### config.mk
export PLATFORM = sky130hd
export DESIGN_NAME = fifo_wr_ctrl
export DESIGN_NICKNAME = d
export VERILOG_FILES = /design/src/rtl/fifo_pkg.sv /design/src/rtl/fifo_wr_ptr.sv /design/src/rtl/fifo_wr_ctrl.sv
export SDC_FILE = /design/constraint.sdc
export NUM_CORES = 1
export LEC_CHECK = 0
export CORE_UTILIZATION = 39
export DETAILED_ROUTE_END_ITERATION = 8
export GPL_TIMING_DRIVEN = 1
export MAX_ROUTING_LAYER = met4
export PLACE_DENSITY = 0.86
export SETUP_SLACK_MARGIN = 0.02
export SYNTH_ARGS = -nofsm -noshare
export SYNTH_HDL_FRONTEND = slang
export SYNTH_SLANG_ARGS = --single-unit
### constraint.sdc
create_clock -name wclk -period 6.9 [get_ports wclk]
set_input_delay 1.035 -clock wclk [delete_from_list [all_inputs] [get_ports wclk]]
set_output_delay 1.035 -clock wclk [all_outputs]
set_load 0.1 [all_outputs]
### src/rtl/fifo_pkg.sv
// Shared definitions for the async FIFO: depth derivation, Gray conversion
// helpers and the write-side memory-clear sweep state encoding.
package fifo_pkg;

  localparam int PTR_MAX_W = 32;

  function automatic int fifo_depth(input int addr_w);
    return 1 << addr_w;
  endfunction

  function automatic logic [PTR_MAX_W-1:0] bin2gray(input logic [PTR_MAX_W-1:0] b);
    return b ^ (b >> 1);
  endfunction

  // Prefix XOR from the MSB down; zero-extended inputs convert correctly.
  function automatic logic [PTR_MAX_W-1:0] gray2bin(input logic [PTR_MAX_W-1:0] g);
    logic [PTR_MAX_W-1:0] b;
    b[PTR_MAX_W-1] = g[PTR_MAX_W-1];
    for (int i = PTR_MAX_W - 2; i >= 0; i--) begin
      b[i] = b[i+1] ^ g[i];
    end
    return b;
  endfunction

  typedef enum logic {
    IDLE  = 1'b0,
    CLEAR = 1'b1
  } sweep_state_t;

endpackage

### src/rtl/fifo_wr_ptr.sv
// Write pointer register: binary count plus its registered Gray image, with
// increment enable and synchronous clear.
module fifo_wr_ptr
  import fifo_pkg::*;
#(
  parameter int PTR_W = 5
) (
  input  logic             wclk,
  input  logic             clr,
  input  logic             inc,
  output logic [PTR_W-1:0] wbin,
  output logic [PTR_W-1:0] wbin_nxt,
  output logic [PTR_W-1:0] wptr_gray
);

  assign wbin_nxt = wbin + PTR_W'(inc);

  always_ff @(posedge wclk) begin
    if (clr) begin
      wbin      <= '0;
      wptr_gray <= '0;
    end else begin
      wbin      <= wbin_nxt;
      wptr_gray <= PTR_W'(bin2gray(PTR_MAX_W'(wbin_nxt)));
    end
  end

endmodule

### src/rtl/fifo_wr_ctrl.sv
// Async FIFO write-domain controller: pointer, status flags, write count and
// an in-place memory-clear sweep. Build option: WR_OVERFLOW_STICKY_EN.
module fifo_wr_ctrl
  import fifo_pkg::*;
#(
  parameter int DATA_WIDTH    = 32,
  parameter int ADDRESS_WIDTH = 4
) (
  input  logic                     wclk,
  input  logic                     hw_rst,
  input  logic                     sw_rst,
  input  logic                     mem_rst,
  input  logic                     write_enable,
  input  logic [DATA_WIDTH-1:0]    wdata,
  input  logic [ADDRESS_WIDTH-1:0] afull_value,
  input  logic [ADDRESS_WIDTH:0]   rptr_gray_sync,
  output logic                     mem_we,
  output logic [ADDRESS_WIDTH-1:0] mem_waddr,
  output logic [DATA_WIDTH-1:0]    mem_wdata,
  output logic [ADDRESS_WIDTH:0]   wptr_gray,
  output logic                     wfull,
  output logic                     wr_almost_ful,
  output logic                     overflow,
  output logic [ADDRESS_WIDTH:0]   fifo_write_count,
  output logic [ADDRESS_WIDTH:0]   wr_level,
  output logic                     mem_clr_busy
);

  localparam int                       DEPTH     = fifo_depth(ADDRESS_WIDTH);
  localparam int                       PTR_W     = ADDRESS_WIDTH + 1;
  localparam logic [PTR_W-1:0]         LVL_FULL  = PTR_W'(DEPTH);
  localparam logic [ADDRESS_WIDTH-1:0] LAST_ADDR = ADDRESS_WIDTH'(DEPTH - 1);

  function automatic logic [PTR_W-1:0] sat_inc(input logic [PTR_W-1:0] v, input logic en);
    if (en && (v != '1)) begin
      return v + 1'b1;
    end
    return v;
  endfunction

  logic                     rst_any;
  logic                     accept;
  logic                     ovf_hit;
  logic [PTR_W-1:0]         wbin;
  logic [PTR_W-1:0]         wbin_nxt;
  logic [PTR_W-1:0]         rbin;
  logic [PTR_W-1:0]         lvl_next;
  logic [ADDRESS_WIDTH-1:0] sweep_cnt;
  sweep_state_t             state_q;
  sweep_state_t             state_d;

  assign rst_any      = hw_rst | sw_rst;
  assign mem_clr_busy = (state_q == CLEAR);
  assign accept       = write_enable & ~wfull & ~mem_clr_busy & ~rst_any;
  assign ovf_hit      = write_enable & (wfull | mem_clr_busy);
  assign rbin         = PTR_W'(gray2bin(PTR_MAX_W'(rptr_gray_sync)));
  assign lvl_next     = wbin_nxt - rbin;

  fifo_wr_ptr #(
    .PTR_W (PTR_W)
  ) u_wr_ptr (
    .wclk      (wclk),
    .clr       (rst_any),
    .inc       (accept),
    .wbin      (wbin),
    .wbin_nxt  (wbin_nxt),
    .wptr_gray (wptr_gray)
  );

  // Sweep next state and the memory write-port mux; the sweep owns the port.
  always_comb begin
    state_d   = state_q;
    mem_we    = 1'b0;
    mem_waddr = wbin[ADDRESS_WIDTH-1:0];
    mem_wdata = wdata;
    case (state_q)
      IDLE: begin
        mem_we = accept;
        if (mem_rst) state_d = CLEAR;
      end
      CLEAR: begin
        mem_we    = ~rst_any;
        mem_waddr = sweep_cnt;
        mem_wdata = '0;
        if (sweep_cnt == LAST_ADDR) state_d = IDLE;
      end
    endcase
  end

  always_ff @(posedge wclk) begin
    if (rst_any) begin
      state_q   <= IDLE;
      sweep_cnt <= '0;
    end else begin
      state_q   <= state_d;
      sweep_cnt <= mem_clr_busy ? sweep_cnt + 1'b1 : '0;
    end
  end

  always_ff @(posedge wclk) begin
    if (rst_any) begin
      wr_level         <= '0;
      wfull            <= 1'b0;
      wr_almost_ful    <= 1'b0;
      overflow         <= 1'b0;
      fifo_write_count <= '0;
    end else begin
      wr_level         <= lvl_next;
      wfull            <= (lvl_next == LVL_FULL);
      wr_almost_ful    <= (lvl_next >= {1'b0, afull_value});
      fifo_write_count <= sat_inc(fifo_write_count, accept);
`ifdef WR_OVERFLOW_STICKY_EN
      overflow         <= overflow | ovf_hit;
`else
      overflow         <= ovf_hit;
`endif
    end
  end

endmodule

# Yosys cells after proc, flatten, opt, wreduce, memory -nomap -nowiden

Cells that the tools add are included.

Bits in registers: 28
Bits of input ports: 46
Output and inout bits: 56
Logic and storage cells: 42

Add/subtract/negate cells: 4
$lt $le $gt $ge: 1
Equality and inequality tests: 3
Multiplexer cells: 9
Bitwise operators: 14
Reduce and logical (&&, ||, !) cells: 2

Operator list:

| kind                  | number |
|---|---|
| $mux W32              | 1 |
| $add A5 B1 Y5         | 1 |
| $add A5 B1 Y5 const B | 1 |
| $eq A5 B5 Y1 const B  | 1 |
| $ge A5 B4 Y1          | 1 |
| $mux W5               | 1 |
| $ne A5 B5 Y1 const B  | 1 |
| $sub A5 B5 Y5         | 1 |
| $xor A5 B4 Y5         | 1 |
| $add A4 B1 Y4 const B | 1 |
| $and A1 B1 Y1         | 4 |
| $eq A4 B4 Y1 const B  | 1 |
| $mux W1               | 4 |
| $mux W4               | 1 |
| $pmux W1 S2           | 2 |
| $xor A1 B1 Y1         | 4 |
| $not A1 Y1            | 3 |
| $or A1 B1 Y1          | 2 |
| $reduce_or A2 Y1      | 1 |
| $logic_and A1 B1 Y1   | 1 |

# Depth between registers and ports, before layout

Depth in word-level cells: 7
Depth in mapped cells: 14

# Cells and area by module

Synthesis repeated with hierarchy kept, for this count alone.

Cells, all modules: 178
Area total of the unflattened synthesis: 1,555.2 um^2

By module, submodules not included:

| module       | instances | cells an instance | area an instance (um^2) |
|---|---|---|---|
| fifo_wr_ctrl | 1         | 145               | 1,203.7 |
| fifo_wr_ptr  | 1         | 33                | 351.6 |

# Worst setup path before layout

OpenSTA, ideal clock, no wires.

Kind: reg2out
Start point: register state_q (netlist: mem_clr_busy)
End point: output port mem_we
Arrival time: 3.109 ns
Slack: 2.756 ns
Stages on the path, launching flop included: 5
Cells stage by stage: dfxtp_1 clkbuf_1 clkbuf_1 inv_1 a21oi_1

Cells in the longest elaborated chain, start to end: 4

Ends and longest elaborated chain:

| what                        | line               | RTL |
|---|---|---|
| from (decl)                 | fifo_wr_ctrl.sv:49 | `sweep_state_t state_q;` |
| from (signal assigned)      | fifo_wr_ctrl.sv:95 | `state_q <= state_d;` |
| $not A1 Y1                  | -                  |  |
| $and A1 B1 Y1 (2 in series) | fifo_wr_ctrl.sv:54 | `assign accept = write_enable & ~wfull & ~mem_clr_busy & ~rst_any;` |
| $pmux W1 S2 *               | fifo_wr_ctrl.sv:76 | `case (state_q)` |
| to (decl)                   | fifo_wr_ctrl.sv:17 | `output logic mem_we,` |

Every way passes the cells marked *; elsewhere a longest branch is shown, timed or not.

# Worst setup path in the final report

Start point: input port sw_rst
End point: output port mem_we

Cells in the longest elaborated chain, start to end: 4

Ends and longest elaborated chain:

| what           | line                                   | RTL |
|---|---|---|
| from (decl)    | fifo_wr_ctrl.sv:11                     | `input logic sw_rst,` |
| $or A1 B1 Y1 * | fifo_wr_ctrl.sv:52                     | `assign rst_any = hw_rst \| sw_rst;` |
| $not A1 Y1 *   | fifo_wr_ctrl.sv:54, fifo_wr_ctrl.sv:82 |  |
| $and A1 B1 Y1  | fifo_wr_ctrl.sv:54                     |  |
| $pmux W1 S2 *  | fifo_wr_ctrl.sv:76                     |  |

Marks and branches as above.

==> out/metrics.yaml <==
post-route-util: 0.7069
slew_violations: 0
hp-start: "sweep_cnt[0]"
slowest_stage: "clkdlybuf4s50_1"
postCtsSetupRepairBufs: 0
routedWlPerCell_um: 11.95
synth_edf_count: 0
drt-initial-drc-count: 34
setup_viol: 0
slowest_delay_ns: 1.14
die_area_um2: 4251
ys_ff_latch: 27
reg2reg_depth: 13
io_buffers: 101
power.density_nw_per_um2: 194.0
grtUsageTotal: 0.1806
yosys_warnings: 0
rrSetupSlack_ns: 3.75
synthTopCellsByArea: "dfxtp_1, nor2b_1, ha_1"
worst_slew_margin_rel: 0.3268
hold_buffers: 0
regArea_um2: 540.5
min_to: "sweep_cnt[0]"
finClkSkew_ns: 0.002161
core-area_um2: 3744
p_total_uw: 513.5
r2r_end: "wr_almost_ful"
critPathKind: "input pin to output port"
vias: 1506
grt_pass1_wl_um: 5885
grt-ovfl-total: 0
max_freq_mhz: 240.0
grt_max_degree: 46
cts_root_buf: "clkbuf_8"
rows: 22
ctsLongestPathBuffers: 2
cts_resized: 0
synth_top_area_cell: "dfxtp_1"
synth_nets: 235
avgSynthCellArea_um2: 8.901
dpl_cell_area_um2: 2601
drc: 0
rsz0062_at_grt: "false"
dp_hpwl_um: 3178
cp.arrival_ns: 3.13
die_w_um: 65.20
cp-start-kind: "input pin"
n_antenna_cell: 0
max-cap-violations: 0
path_clk_slew_ns: 0.09
cts_sinks: 27
antenna_found_initial: 0
htree_num_levels: 1
fin_tns_setup_ns: 0
setup_slack_ns: 2.734
synth.distinct_cells: 32
num_io_pins: 102
p_leak_uw: 0.001087
first_global_vias: 1320
hold_viol_final: 0
cp_max_fo: 22
clk_latency_ns: 0.26
detail_route.vias_per_cell: 4.692
yosysSeqAreaShare: 0.3470
crit_chain: "clkdlybuf4s50_1 -> or2_4 -> a21oi_1 -> clkdlybuf4s50_1"
crit_path_end_kind: "output port"
status: "finished clean"
cp.required_ns: 5.86
ant_nets: 0
cts_buffers: 3
synth_top_area_frac: 0.3470
nNetsFinal: 334
synthToLayoutAreaGrowth_pct: 69.88
gp_routability_congestion: 0.8632
fin_area_um2: 2646
timing.final.crit_share: 0.6038
synth.cell_area_um2: 1558
drive_gt1_frac: 0.04396
die_height_um: 65.20
postSynthCellCount: 175
dp_slack_ns: 2.588
async_flop_share: 0
ir_drop_mv: 0.1186
cts_tree: "built"
start_util: 0.4161
hold_class: "flip-flop to flip-flop"
worstMarginPinSlew_ns: 1.007
synth_ff_type: "dfxtp_1"
r2r_start: "mem_clr_busy"
fin_crit_ns: 4.166
crit_top_cell: "clkdlybuf4s50_1"
dr.pass1.iters: 4
wirelength_um: 3835
final.fill_count: 316
holdPathStages: 1
multiInputGateArea_um2: 944.7
[worst max-delay path: cells and delay by family]
kind	cells	cell delay (ns)
buf+inv	2	1.57
simple gates	1	0.36
compound gates	1	0.14
[state kept, by name, summed over array words and instances (netlist names)]
register	count
fifo_write_count	5
mem_clr_busy	1
overflow	1
sweep_cnt	4
u_wr_ptr.wbin	4
u_wr_ptr.wptr_gray	5
wfull	1
wr_almost_ful	1
wr_level	5
[per-layer routing]
layer / GRT usage / wire [µm] / up-vias / part of all wire
met1: 0.1951 / 1474 / 688 / 0.38
met2: 0.3247 / 1974 / 57 / 0.51
met5: - / 0 / - / 0
met3: 0.03646 / 336 / 4 / 0.088
li1: - / - / 757 / -
met4: 0.06522 / 50 / 0 / 0.013
[cell type report]
cell class                 instances  area share
timing repair buffer             102      0.3849
multi-input combinational        130      0.3570
sequential                        27      0.2043
tap                               48     0.02270
clock buffer                       4     0.01702
inverter                          10     0.01418
[through the flow]
stage,hold slack [ns],cells
after global placement,0.4453,317
final,0.4971,321
after floorplan,0.4267,175
after CTS,0.5022,321
after detailed placement,0.4808,317
after global routing,0.5241,321
[cell usage in the layout, fill, tap and decap left out, types with 2 or more instances in the layout]
cell,count
clkdlybuf4s50_1,101
nor2b_1,32
dfxtp_1,27
nor2_1,23
ha_1,13
inv_1,10
xnor2_1,8
xor2_1,7
nand2_1,5
a21oi_1,5
nand3_1,4
mux2i_1,4
nand2b_1,3
mux2_2,3
and2_1,3
clkbuf_8,3
nor3_1,2
xor2_2,2
o21ai_1,2
and3_1,2
nand4_1,2
[synth_stat cells, types with 2 or more instances]
cell type / instances
xor2_2: 2
mux2i_1: 4
inv_1: 10
nand3_1: 4
clkbuf_1: 6
nor3_1: 2
and2_1: 3
nand4_1: 2
a21oi_1: 5
mux2_2: 3
and3_1: 2
nor2_1: 23
xnor2_1: 8
nand2b_1: 3
o21ai_1: 2
nand2_1: 5
nor2b_1: 32
dfxtp_1: 27
ha_1: 13
xor2_1: 7
[worst max-delay path by stage]
stage,startpoint,endpoint,slack [ns],cells past startpoint
2_1_floorplan,mem_clr_busy,mem_we,2.76,4
3_3_place_gp,sw_rst,wr_almost_ful,2.72,14
3_5_place_dp,sw_rst,wr_almost_ful,2.59,14
4_1_cts,sw_rst,mem_we,2.73,4
5_1_grt,sw_rst,wr_almost_ful,2.66,14
6_report,sw_rst,mem_we,2.73,4
[logic make-up (layout without fill, tap and decap cells)]
kind of cell | after synthesis | after routing | synth area share
AND/OR/NAND/NOR | 80 | 80 | 0.2827
flip-flops | 27 | 27 | 0.3470
XOR/XNOR | 18 | 18 | 0.1157
buffers and inverters | 18 | 116 | 0.04659
adder cells (fa/ha/maj) | 14 | 14 | 0.1173
AO/OA/AOI/OAI | 10 | 10 | 0.03614
multiplexers | 8 | 8 | 0.05462
[power by group]
group          total [µW]  leakage (µW)  internal [µW]  switching (µW)
Clock                86.8     0.0000228           41.2            45.5
Combinational         264      0.000845           83.2             181
Sequential            162      0.000219            161            1.67
Power figures use the tool's default switching activity.
